$ cat src/rtl/mx_fpga_id_flash_loader.sv
// FPGA ID / options table loader.
// After reset (or an accepted reload) the block reads WORDS_CNT 32-bit words
// from an SPI configuration flash (read command 0x03, mode 0) into a local
// table, checks word 0 against MAGIC and then serves the table on the
// fpga_id_if read port.
//
// Read port handshake: there is no valid/ready pair. rd_addr_i is sampled
// on every rising clk_i edge and rd_data_o presents the addressed word from
// that same edge onwards (one cycle of latency). rd_data_o is zero unless
// the table is loaded and valid (DONE) and the address is inside the table.
// Reads never stall the loader.
module mx_fpga_id_flash_loader #(
  parameter int          WORDS_CNT  = 16,
  parameter logic [23:0] FLASH_BASE = 24'h000000,
  parameter int          SCK_DIV    = 4,
  parameter logic [31:0] MAGIC      = 32'h4D58_4944
) (
  input  logic        clk_i,
  input  logic        rst_i,
  input  logic [7:0]  rd_addr_i,
  output logic [31:0] rd_data_o,
  input  logic        reload_i,
  output logic        load_done_o,
  output logic        load_err_o,
  output logic        spi_cs_n_o,
  output logic        spi_sck_o,
  output logic        spi_mosi_o,
  input  logic        spi_miso_i
);

  // Command bits plus data bits shifted during one chip-select session.
  localparam int TOTAL_BITS = 32 * (WORDS_CNT + 1);
  localparam int BW         = $clog2(TOTAL_BITS) + 1;
  localparam int DW         = $clog2(2 * SCK_DIV + 1);
  localparam int AW         = (WORDS_CNT > 1) ? $clog2(WORDS_CNT) : 1;

  localparam logic [BW-1:0] LAST_BIT     = BW'(TOTAL_BITS - 1);
  localparam logic [BW-1:0] LAST_CMD_BIT = BW'(31);
  localparam logic [DW-1:0] RISE_CNT     = DW'(SCK_DIV - 1);
  localparam logic [DW-1:0] FALL_CNT     = DW'(2 * SCK_DIV - 1);
  localparam logic [DW-1:0] GAP_LAST     = DW'(SCK_DIV - 1);
  localparam logic [31:0]   READ_CMD     = {8'h03, FLASH_BASE};
  localparam logic [31:0]   CMD_AFTER_MSB = READ_CMD << 1;

  typedef enum logic [2:0] {
    S_IDLE  = 3'd0,
    S_CMD   = 3'd1,
    S_DATA  = 3'd2,
    S_GAP   = 3'd3,
    S_CHECK = 3'd4,
    S_DONE  = 3'd5,
    S_ERR   = 3'd6
  } state_t;

  // Loader state; kept as a plain named register so checkers can bind to it.
  state_t          state_q;
  logic [DW-1:0]   div_q;
  logic [BW-1:0]   bit_q;
  logic [31:0]     cmd_sr_q;
  logic [6:0]      byte_sr_q;
  logic [23:0]     word_sr_q;
  logic [AW-1:0]   widx_q;
  logic            sck_q;
  logic            cs_n_q;
  logic            mosi_q;
  logic            done_q;
  logic            err_q;
  logic [31:0]     rd_data_q;
  logic [31:0]     mem_q [WORDS_CNT];

  logic            sck_rise_d;
  logic            bit_end_d;
  logic [7:0]      new_byte_d;
  logic            we_d;
  logic [31:0]     wdata_d;
  logic            in_range_d;
  logic            start_d;

  // Bit timing strobes, byte/word assembly and table write enable.
  always_comb begin
    sck_rise_d = (div_q == RISE_CNT);
    bit_end_d  = (div_q == FALL_CNT);
    new_byte_d = {byte_sr_q, spi_miso_i};
    // Bytes of a word arrive little-endian: the fourth byte lands in [31:24].
    wdata_d    = {new_byte_d, word_sr_q};
    we_d       = (state_q == S_DATA) && sck_rise_d && (bit_q[4:0] == 5'd31);
    in_range_d = ({1'b0, rd_addr_i} < 9'(WORDS_CNT));
    start_d    = (state_q == S_IDLE) ||
                 (((state_q == S_DONE) || (state_q == S_ERR)) && reload_i);
  end

  // Loader FSM: SPI sequencing, data capture and status flags.
  always_ff @(posedge clk_i) begin
    if (rst_i) begin
      state_q   <= S_IDLE;
      div_q     <= '0;
      bit_q     <= '0;
      cmd_sr_q  <= '0;
      byte_sr_q <= '0;
      word_sr_q <= '0;
      widx_q    <= '0;
      sck_q     <= 1'b0;
      cs_n_q    <= 1'b1;
      mosi_q    <= 1'b0;
      done_q    <= 1'b0;
      err_q     <= 1'b0;
    end else begin
      case (state_q)
        S_IDLE, S_DONE, S_ERR: begin
          if (start_d) begin
            // Open a fresh session; the first command bit is set up
            // immediately so it is stable for the first rising SCK.
            state_q  <= S_CMD;
            div_q    <= '0;
            bit_q    <= '0;
            widx_q   <= '0;
            sck_q    <= 1'b0;
            cs_n_q   <= 1'b0;
            mosi_q   <= READ_CMD[31];
            cmd_sr_q <= CMD_AFTER_MSB;
            done_q   <= 1'b0;
            err_q    <= 1'b0;
          end
        end

        S_CMD, S_DATA: begin
          if (bit_end_d) begin
            div_q <= '0;
            sck_q <= 1'b0;
            bit_q <= bit_q + BW'(1);
            if (state_q == S_CMD) begin
              mosi_q   <= cmd_sr_q[31];
              cmd_sr_q <= cmd_sr_q << 1;
              if (bit_q == LAST_CMD_BIT) begin
                state_q <= S_DATA;
                mosi_q  <= 1'b0;
              end
            end else begin
              mosi_q <= 1'b0;
              if (bit_q == LAST_BIT) begin
                state_q <= S_GAP;
                cs_n_q  <= 1'b1;
              end
            end
          end else begin
            div_q <= div_q + DW'(1);
            if (sck_rise_d) begin
              sck_q <= 1'b1;
              // MISO is captured on the clock where SCK rises.
              if (state_q == S_DATA) begin
                byte_sr_q <= new_byte_d[6:0];
                if (bit_q[2:0] == 3'd7) begin
                  word_sr_q <= {new_byte_d, word_sr_q[23:8]};
                end
                if (bit_q[4:0] == 5'd31) begin
                  widx_q <= widx_q + AW'(1);
                end
              end
            end
          end
        end

        S_GAP: begin
          sck_q  <= 1'b0;
          cs_n_q <= 1'b1;
          if (div_q == GAP_LAST) begin
            div_q   <= '0;
            state_q <= S_CHECK;
          end else begin
            div_q <= div_q + DW'(1);
          end
        end

        S_CHECK: begin
          if (mem_q[0] == MAGIC) begin
            state_q <= S_DONE;
            done_q  <= 1'b1;
          end else begin
            state_q <= S_ERR;
            err_q   <= 1'b1;
          end
        end

        default: begin
          state_q <= S_IDLE;
          cs_n_q  <= 1'b1;
          sck_q   <= 1'b0;
          mosi_q  <= 1'b0;
          done_q  <= 1'b0;
          err_q   <= 1'b0;
        end
      endcase
    end
  end

  // Table storage: one write per completed 32-bit word.
  always_ff @(posedge clk_i) begin
    if (we_d) begin
      mem_q[widx_q] <= wdata_d;
    end
  end

  // Registered read port: zero unless loaded, valid and in range.
  always_ff @(posedge clk_i) begin
    if (rst_i) begin
      rd_data_q <= '0;
    end else if ((state_q == S_DONE) && in_range_d) begin
      rd_data_q <= mem_q[rd_addr_i[AW-1:0]];
    end else begin
      rd_data_q <= '0;
    end
  end

  assign rd_data_o   = rd_data_q;
  assign load_done_o = done_q;
  assign load_err_o  = err_q;
  assign spi_cs_n_o  = cs_n_q;
  assign spi_sck_o   = sck_q;
  assign spi_mosi_o  = mosi_q;

endmodule

$ cat config.mk
export PLATFORM = sky130hd
export DESIGN_NAME = mx_fpga_id_flash_loader
export DESIGN_NICKNAME = d
export VERILOG_FILES = /design/src/rtl/mx_fpga_id_flash_loader.sv
export SDC_FILE = /design/constraint.sdc
export NUM_CORES = 1
export LEC_CHECK = 0
export ABC_AREA = 1
export CAP_MARGIN = 20
export CORE_MARGIN = 3
export CORE_UTILIZATION = 60
export CTS_BUF_LIST = sky130_fd_sc_hd__clkbuf_16
export CTS_CLUSTER_SIZE = 30
export DETAILED_ROUTE_END_ITERATION = 7
export PLACE_DENSITY = 0.77
export SYNTH_ARGS = -nofsm -noshare
export SYNTH_HDL_FRONTEND = slang
export SYNTH_SLANG_ARGS = --single-unit
$ cat constraint.sdc
create_clock -name clk_i -period 6.6 [get_ports clk_i]
set_input_delay 1.32 -clock clk_i [delete_from_list [all_inputs] [get_ports clk_i]]
set_output_delay 1.32 -clock clk_i [all_outputs]
set_load 0.01 [all_outputs]
==> impl_metrics.json <==
{
  "outcome": "completed",
  "dr.pass1.iters": 6,
  "cp-endpoint": "mem_q[3][29]",
  "slew_violations": 0,
  "final_hold_viol_count": 0,
  "peakVddDrop_mv": 0.204,
  "synth-seq-area-share_pct": 71.7,
  "antenna_found_initial": 0,
  "cts_buffer_depth": 3,
  "fmax_mhz": 313,
  "io_buffers": 48,
  "cts-htree-levels": 2,
  "drt_iter0_drc": 1749,
  "place_area_um2": 25000,
  "p_per_area_nw_per_um2": 297,
  "place_inst": 2564,
  "slew_headroom_pct": 20.2,
  "cp_data_required_time_ns": 6.87,
  "crit_path_max_fanout": 17,
  "r2r_end": "mem_q[3][29]",
  "reg2reg_from": "bit_q[1]",
  "clock-sinks": 609,
  "die_h_um": 207,
  "fin_area_um2": 26900,
  "post-place-ws_ns": 2.50,
  "startpoint_type": "register",
  "antenna_cells": 0,
  "fillers": 2668,
  "placementRows": 72,
  "syn_area_um2": 24200,
  "first_global_vias": 15477,
  "fin_tns_setup_ns": 0,
  "final_util_pct": 68.7,
  "rsz0062_at_grt": "false",
  "ioPinCount": 49,
  "maxCapViolations": 0,
  "fin_hold_ws_ns": 0.465,
  "min_period_ns": 3.20,
  "fp.coreArea_um2": 39200,
  "vias_per_cell": 6.05,
  "nets": 2127,
  "wl_per_cell_um": 21.4,
  "synth.avg_cell_area_um2": 11.5,
  "r2r_cells": 9,
  "synthCells": 2092,
  "drc": 0,
  "antenna_left": 0,
  "wirelength_mm": 57.3,
  "cp.arrival_ns": 3.47,
  "clk_latency_ns": 0.61,
  "r2r_setup_slack_ns": 3.40,
  "fin_ws_ns": 3.40,
  "leakage_nw": 8.52,
  "grt_max_degree": 224,
  "initial_core_util_pct": 61.6,
  "die-area_um2": 42700,
  "ys_types": 36,
  "area_growth_pct": 11.4,
  "cts_hold_buf": 0,
  "grt_pass1_wl_mm": 87.3,
  "fin_worst_skew_ns": 0.0239,
  "overflow": 0,
  "via_count": 16175,
  "grt.total_usage_pct": 26.8,
  "gp_congestion": 0.858,
  "ys_ff_latch": 609,
  "setup_viol": 0,
  "post_cts_resized": 0,
  "synth_fp_nets": 2112,
  "yosysTopAreaCell": "edfxtp_1",
  "min_path_type": "reg -> reg",
  "die_x_um": 207,
  "yosys_warnings": 0,
  "fin_total_pwr_mw": 7.98,
  "min_period_over_period_pct": 48.5,
  "worst_pin_slew_ns": 1.20,
  "cts_root_buf": "clkbuf_16",
  "path_class": "reg -> reg",
  "postCtsSetupBuffers": 0,
  "cts-buffers-inserted": 58,
  "dp_hpwl_mm": 29.8,
  "clkTransAtPathRegs_ns": 0.06,
  "cts_tree": "yes",
  "cp-end-kind": "register",
  "yosys-top-cells-area": "edfxtp_1, dfxtp_1, nor2_1",
  "final_layout_size_suffix_gt1_share_pct": 7.34,
  "synthDominantCellAreaShare_pct": 63.6,
  "layout.cells.non_filler": 2672,
  "cp-startpoint": "bit_q[1]"
}
-- where the power goes --
group | switching [mW] | internal [mW]
logic | 0.387 | 0.160
clock network | 1.38 | 1.89
registers | 0.0334 | 4.14
total | 1.80 | 6.19
-- sequential cells by signal, indices dropped and copies added (netlist names) --
signal and count:
cmd_sr_q 7, spi_cs_n_o 1, bit_q 11, div_q 4
word_sr_q 24, byte_sr_q 7, mem_q 512, load_err_o 1
widx_q 4, spi_sck_o 1, spi_mosi_o 1, state_q 3
load_done_o 1, rd_data_o 32
-- per-layer routing --
metal / routed length [um] / vias to the layer above / part of all wire, % / track usage [%]
li1: - / 7402 / - / -
met1: 22200 / 7762 / 39 / 37.4
met2: 27600 / 880 / 48 / 44.1
met3: 5800 / 131 / 10 / 3.75
met4: 1720 / 0 / 3.0 / 9.41
met5: 0 / - / 0 / 0
-- worst min-delay path by stage --
stage | startpoint | endpoint | slack [ns] | cells after the start
floorplan | cmd_sr_q[27] | cmd_sr_q[27] | 0.44 | 2
global placement | cmd_sr_q[29] | cmd_sr_q[29] | 0.45 | 2
detailed placement | cmd_sr_q[27] | cmd_sr_q[27] | 0.46 | 2
CTS | cmd_sr_q[31] | cmd_sr_q[31] | 0.47 | 2
global route | cmd_sr_q[27] | cmd_sr_q[27] | 0.49 | 2
finish | cmd_sr_q[29] | cmd_sr_q[29] | 0.46 | 2
-- cell families after synthesis --
| kind of cell | synth area share [%] |
|---|---|
| XOR/XNOR | 0.145 |
| AND/OR/NAND/NOR | 13.4 |
| adder cells (fa/ha/maj) | 0.414 |
| buffers and inverters | 3.75 |
| flip-flops | 71.7 |
| AO/OA/AOI/OAI | 10.6 |
-- cells in the mapped netlist (all sizes together) --
master   count
inv         71
dfxtp       97
edfxtp     512
o2111ai      1
buf         60
xor2         4
nand3       57
nand4        7
nor3         7
o211a        1
o211ai       9
nand2      296
ha           8
nor2       438
a21boi       1
a31oi        2
o21ai      311
a21oi       54
o22ai       91
clkbuf      58
a211oi       7
-- critical path, cell delays in order, from the launching register on --
cell and delay, ns:
dfxtp_1 0.35, ha_1 0.26, inv_1 0.06, nor2_1 0.20, ha_1 0.23, nand2_1 0.08, nor2_1 0.24, nand2_1 0.32
nor2_4 0.69, buf_4 0.44
-- layout make-up --
type / instances / area (um2) / share of cell area (%)
sequential: 609 / 17300 / 64.4
tap: 518 / 648 / 2.41
inverter: 71 / 280 / 1.04
timing repair buffer: 73 / 727 / 2.70
clock inverter: 48 / 400 / 1.49
clock buffer: 59 / 1480 / 5.49
multi-input combinational: 1294 / 6060 / 22.5
-- placed cells by master, fill, tap and decap left out, types with 7 or more instances in the layout --
master,synthesis,routed
a211oi_1,7,7
a21oi_1,52,52
buf_4,19,22
bufinv_16,0,7
clkbuf_16,0,59
clkdlybuf4s50_1,0,45
clkinv_1,0,17
clkinv_2,0,13
dfxtp_1,97,97
edfxtp_1,512,512
ha_1,8,8
inv_1,59,67
inv_2,9,9
nand2_1,289,289
nand3_1,56,56
nand4_1,7,7
nor2_1,429,413
nor2_4,3,19
o211ai_1,9,9
o21ai_0,283,283
o21ai_1,28,28
o22ai_1,91,91
Power figures use the tool's default switching activity.
